===== src/rtl/cache_refill_unit.sv =====
// Cache line refill engine: optionally writes back a dirty victim line word by word,
// then reads the missing line from memory in ascending word order and presents it.
module cache_refill_unit #(
    parameter int unsigned TAG_W = 24,
    parameter int unsigned SET_W = 3
) (
    input  logic                 clk,
    input  logic                 reset,
    input  logic                 miss_req,
    input  logic [31:0]          miss_addr,
    input  logic                 victim_dirty,
    input  logic [TAG_W-1:0]     victim_tag,
    input  logic [255:0]         victim_line,
    output logic                 fill_valid,
    output logic [255:0]         fill_line,
    output logic [31:0]          fill_addr,
    output logic                 busy,
    output logic [31:0]          mem_addr,
    output logic [31:0]          mem_wdata,
    output logic                 mem_we,
    output logic                 mem_re,
    input  logic [31:0]          mem_rdata,
    input  logic                 mem_ack
);

    localparam int unsigned ADDR_W = 32;
    localparam int unsigned WORD_W = 32;
    localparam int unsigned OFF_W  = 5;
    localparam int unsigned CNT_W  = 3;
    localparam logic [CNT_W-1:0] K_LAST = CNT_W'(7);

    typedef enum logic [1:0] {
        IDLE = 2'd0,
        WB   = 2'd1,
        RD   = 2'd2,
        DONE = 2'd3
    } state_t;

    state_t             state, state_nx;
    logic [CNT_W-1:0]   k, k_nx;
    logic [TAG_W-1:0]   miss_tag_q, miss_tag_nx;
    logic [SET_W-1:0]   set_q, set_nx;
    logic [TAG_W-1:0]   vtag_q, vtag_nx;
    logic [255:0]       vline_q, vline_nx;

    logic               mem_we_d, mem_re_d, busy_d, fill_valid_d;
    logic [ADDR_W-1:0]  mem_addr_d, fill_addr_d;
    logic [WORD_W-1:0]  mem_wdata_d;

    // Byte offset of the missing address never reaches memory: transfers are whole lines.
    logic unused_offset;
    assign unused_offset = ^miss_addr[OFF_W-1:0];

    // State, word counter and the miss/victim context captured at acceptance
    always_ff @(posedge clk) begin
        if (reset) begin
            state      <= IDLE;
            k          <= '0;
            miss_tag_q <= '0;
            set_q      <= '0;
            vtag_q     <= '0;
            vline_q    <= '0;
        end else begin
            state      <= state_nx;
            k          <= k_nx;
            miss_tag_q <= miss_tag_nx;
            set_q      <= set_nx;
            vtag_q     <= vtag_nx;
            vline_q    <= vline_nx;
        end
    end

    // Next state; requests arriving while busy are dropped, acks outside WB/RD are ignored
    always_comb begin
        state_nx    = state;
        k_nx        = k;
        miss_tag_nx = miss_tag_q;
        set_nx      = set_q;
        vtag_nx     = vtag_q;
        vline_nx    = vline_q;
        case (state)
            IDLE: begin
                if (miss_req) begin
                    miss_tag_nx = miss_addr[ADDR_W-1 -: TAG_W];
                    set_nx      = miss_addr[OFF_W +: SET_W];
                    vtag_nx     = victim_tag;
                    vline_nx    = victim_line;
                    k_nx        = '0;
                    state_nx    = victim_dirty ? WB : RD;
                end
            end
            WB: begin
                if (mem_ack) begin
                    if (k == K_LAST) begin
                        k_nx     = '0;
                        state_nx = RD;
                    end else begin
                        k_nx = k + CNT_W'(1);
                    end
                end
            end
            RD: begin
                if (mem_ack) begin
                    if (k == K_LAST) begin
                        k_nx     = '0;
                        state_nx = DONE;
                    end else begin
                        k_nx = k + CNT_W'(1);
                    end
                end
            end
            DONE: begin
                state_nx = IDLE;
            end
            default: begin
                state_nx = IDLE;
            end
        endcase
    end

    // Output values for the coming cycle, derived from the next state so registers track it
    always_comb begin
        mem_we_d     = 1'b0;
        mem_re_d     = 1'b0;
        mem_addr_d   = '0;
        mem_wdata_d  = '0;
        fill_valid_d = 1'b0;
        fill_addr_d  = fill_addr;
        busy_d       = (state_nx != IDLE);
        case (state_nx)
            WB: begin
                mem_we_d    = 1'b1;
                mem_addr_d  = {vtag_nx, set_nx, k_nx, 2'b00};
                mem_wdata_d = vline_nx[{k_nx, 5'd0} +: WORD_W];
            end
            RD: begin
                mem_re_d   = 1'b1;
                mem_addr_d = {miss_tag_nx, set_nx, k_nx, 2'b00};
            end
            DONE: begin
                fill_valid_d = 1'b1;
                fill_addr_d  = {miss_tag_nx, set_nx, OFF_W'(0)};
            end
            default: begin
            end
        endcase
    end

    always_ff @(posedge clk) begin
        if (reset) begin
            mem_we     <= 1'b0;
            mem_re     <= 1'b0;
            mem_addr   <= '0;
            mem_wdata  <= '0;
            fill_valid <= 1'b0;
            fill_addr  <= '0;
            busy       <= 1'b0;
        end else begin
            mem_we     <= mem_we_d;
            mem_re     <= mem_re_d;
            mem_addr   <= mem_addr_d;
            mem_wdata  <= mem_wdata_d;
            fill_valid <= fill_valid_d;
            fill_addr  <= fill_addr_d;
            busy       <= busy_d;
        end
    end

    // Read words land directly in the fill line; it then holds until the next refill
    always_ff @(posedge clk) begin
        if (reset) begin
            fill_line <= '0;
        end else if (state == RD && mem_ack) begin
            fill_line[{k, 5'd0} +: WORD_W] <= mem_rdata;
        end
    end

endmodule


===== config.mk =====
export PLATFORM = sky130hd
export DESIGN_NAME = cache_refill_unit
export DESIGN_NICKNAME = d
export VERILOG_FILES = /design/src/rtl/cache_refill_unit.sv
export SDC_FILE = /design/constraint.sdc
export NUM_CORES = 1
export LEC_CHECK = 0
export CAP_MARGIN = 10
export CORE_AREA = 4 4 275 277
export DETAILED_ROUTE_END_ITERATION = 16
export DIE_AREA = 0 0 279 281
export GPL_ROUTABILITY_DRIVEN = 0
export SETUP_SLACK_MARGIN = 0.02
export SLEW_MARGIN = 0
export SYNTH_ARGS = -nofsm -noshare
export SYNTH_HDL_FRONTEND = slang
export SYNTH_SLANG_ARGS = --single-unit

===== constraint.sdc =====
create_clock -name clk -period 3.8 [get_ports clk]
set_clock_uncertainty 0.1 [all_clocks]
set_input_delay 0.95 -clock clk [delete_from_list [all_inputs] [get_ports clk]]
set_output_delay 0.95 -clock clk [all_outputs]
set_load 0.05 [all_outputs]

==> results.cfg <==
[drt]
drtIter0Drc = 1975
wl_per_cell_um = 22.2
viasPerCell = 5.15
drtAntennaViolNets = 0
dr_total_vias = 23500
drc = 0
wl_um = 101000
dr.pass1.iters = 7

[logic_synthesis]
synth_area_mm2 = 0.0258
synth_top_area_share_pct = 51.3
synth_cell_types = 43
avgSynthCellArea_um2 = 8.68
netlist.top_cell.by_area = dfxtp_1
yosys_warnings = 0
ys_seq_area_share_pct = 51.3
synth_area_leaders = dfxtp_1, mux2i_1, nand2_1
synth_cells = 2972
synth_seq_cells = 661

[cells_and_area]
area_growth_pct = 40.4
fin_cells = 4569
most-common-layout-cells = clkdlybuf4s50_1, dfxtp_1, nand2_1, a21oi_1, nor2_1
fillCellCount = 6976
nets = 3897
post-route-cell-area_mm2 = 0.0362
final_util_pct = 49.7
drive_gt1_share_pct = 7.91
layout_commonest_cell = clkdlybuf4s50_1

[worst_setup_path]
worstRegToRegCells = 14
slowest_stage = clkdlybuf4s50_1
ff2ff_setup_slack_ps = 850
path_class = primary input to flip-flop
start_kind = primary input
critPathBufInv = 5
r2r-start = k[0]
crit_fanout = 32
endpoint_kind = flip-flop
cp_cell_sequence = clkdlybuf4s50_1, nand2_1, o21ai_0, a21oi_1, inv_1, ha_1, nand2b_1, inv_1, and3_1, buf_12, o21ai_0, buf_4, a222oi_1
cp_top_family = buffers and inverters
max_stage_delay_ps = 650
crit_required_ps = 4190
arrival_ps = 3440
rr_endpoint = mem_wdata[18]

[floorplanning]
initial_core_util_pct = 35.4
dieArea_mm2 = 0.0784
dieWidth_um = 279
die_h_um = 281
ioPinCount = 705
rows = 99
core_mm2 = 0.0728

[power]
peakVddDrop_uv = 377
power.leakage_nw = 13.2
p_per_area_mw_per_mm2 = 487

[cts]
post-cts-setup-buffers = 0
cts_tree = done
cts_made_buffers = 74
clkTransAtPathRegs_ps = 60
clkLatencyLatePin_ps = 610
cts_resized = 0
htreeDepth = 3
cts.sinks = 661
cts-hold-fix-buffers = 0
cts_buffer_depth = 3
root_buffer = clkbuf_16

[hold_path]
hold_end = fill_line[244]
worstHoldStart = fill_line[244]
min_delay_path_depth = 2
hold_path_class = flip-flop to flip-flop

[sta]
setup_tns_ps = 0
slew_headroom_pct = 31.7
worst_pin_slew_ps = 1020
period_minus_slack_ps = 3050
max_freq_mhz = 328
final_max_slew_viol_count = 0
finalHoldViolations = 0
setup_violations = 0
grt_setup_unrepaired = no
min_period_over_period_pct = 80.2

[placed_design]
place_hpwl_um = 69500
place_area_mm2 = 0.0338
dp_cells = 4416
io_buffers = 692

[global_route]
use_met3_pct = 5.08
grt_use_met2_pct = 39.8
gr-max-usage-layer = met2
antenna_found_initial = 20
grt_overflow = 0
track_usage_pct = 24.4
grt_pass1_wl_um = 147000
met1_usage_pct = 31.0
grt_max_degree = 193
grt_pass1_vias = 22400

[job]
cap_violations = 0

[status]
status = finished clean
cell type report:
class                   count  area (um2)  area share [%]
multi-input cells        2013       11400            31.6
well taps                 959        1200            3.31
diodes                     20        50.0           0.138
inverters                   8        30.0          0.0829
clock inverters            25         270           0.746
clock buffers             108        2140            5.91
repair buffers            775        7870            21.7
flip-flops and latches    661       13200            36.5
cells in the mapped netlist:
library cell and n:
dfxtp_1 661, nand2_1 531, a21oi_1 371, nor2_1 289, clkbuf_1 238, nand3_1 226, mux2i_1 219, a211oi_1 61
mux2_2 58, buf_2 36, o21ai_0 34, a222oi_1 32, a22oi_1 32, a31oi_1 32, o221ai_1 32, nor2b_1 29
ha_1 15, buf_1 11, buf_4 8, inv_1 8, and3_1 7, and2_1 6, mux2_4 6, buf_6 3
nand2b_1 3, nand3b_1 2, nor3_1 2, o21a_1 2, o31ai_2 2, or2_2 2, or3_1 2, a21boi_0 1
a21o_1 1, and3b_1 1, and4b_1 1, and4bb_2 1, conb_1 1, nand4b_1 1, nor2b_2 1, nor3b_1 1
nor4b_1 1, o21bai_1 1, o31a_1 1
per-stage QoR:
| step | worst slack, ps | total power [mW] | hold slack (ps) |
|---|---|---|---|
| 2_1_floorplan | 792 | 9.49 | 344 |
| 5_1_grt | 575 | 18.4 | 365 |
| 3_3_place_gp | 173 | 10.7 | 341 |
| 6_report | 754 | 17.7 | 351 |
| 3_5_place_dp | 123 | 10.7 | 345 |
| 4_1_cts | 755 | 17.8 | 353 |
kinds of logic after synthesis:
family / synth area share [%]
muxes: 11.4
DFF: 51.3
AOI/OAI and AO/OA: 13.9
and+or+nand+nor: 17.9
buffers and inverters: 4.80
adders and majority gates: 0.727
other: 0.0145
tightest hold or removal path, cell delays in order (launching register included):
cell     delay [ps]
dfxtp_1         310
nand2_1          50
a21oi_1          50
per-layer routing:
metal  share of wire [%]  routed length (um)  vias to the layer above
li1                    -                   -                    11300
met1                  41               42000                    11200
met2                  48               48600                      834
met3                 6.6                6740                      188
met4                 4.1                4180                        2
met5               0.013                  13                        -
where the power goes:
group          switching, mW  total (mW)  leakage, nW  internal (mW)
registers              0.110        7.41         5.38           7.30
logic                   1.87        3.16         6.60           1.29
clock network           2.99        7.08         1.19           4.09
total                   4.97        17.7         13.2           12.7
how the worst max path moves through the flow:
stage	start	end	slack, ps	depth (start not counted)
after floorplan	mem_ack	mem_wdata[21]	790	12
after detailed placement	miss_req	mem_wdata[18]	120	13
after global routing	miss_req	mem_wdata[20]	580	12
final	miss_req	mem_wdata[18]	750	13
after global placement	miss_req	mem_wdata[18]	170	13
after CTS	miss_req	mem_wdata[18]	760	13
flip-flops by register name (all words and copies together) (netlist names), 3 cells and up:
| register | count |
|---|---|
| fill_line | 256 |
| vline_q | 256 |
| mem_wdata | 32 |
| mem_addr | 30 |
| fill_addr | 27 |
| miss_tag_q | 24 |
| vtag_q | 24 |
| k | 3 |
| set_q | 3 |
Power figures use the tool's default switching activity.
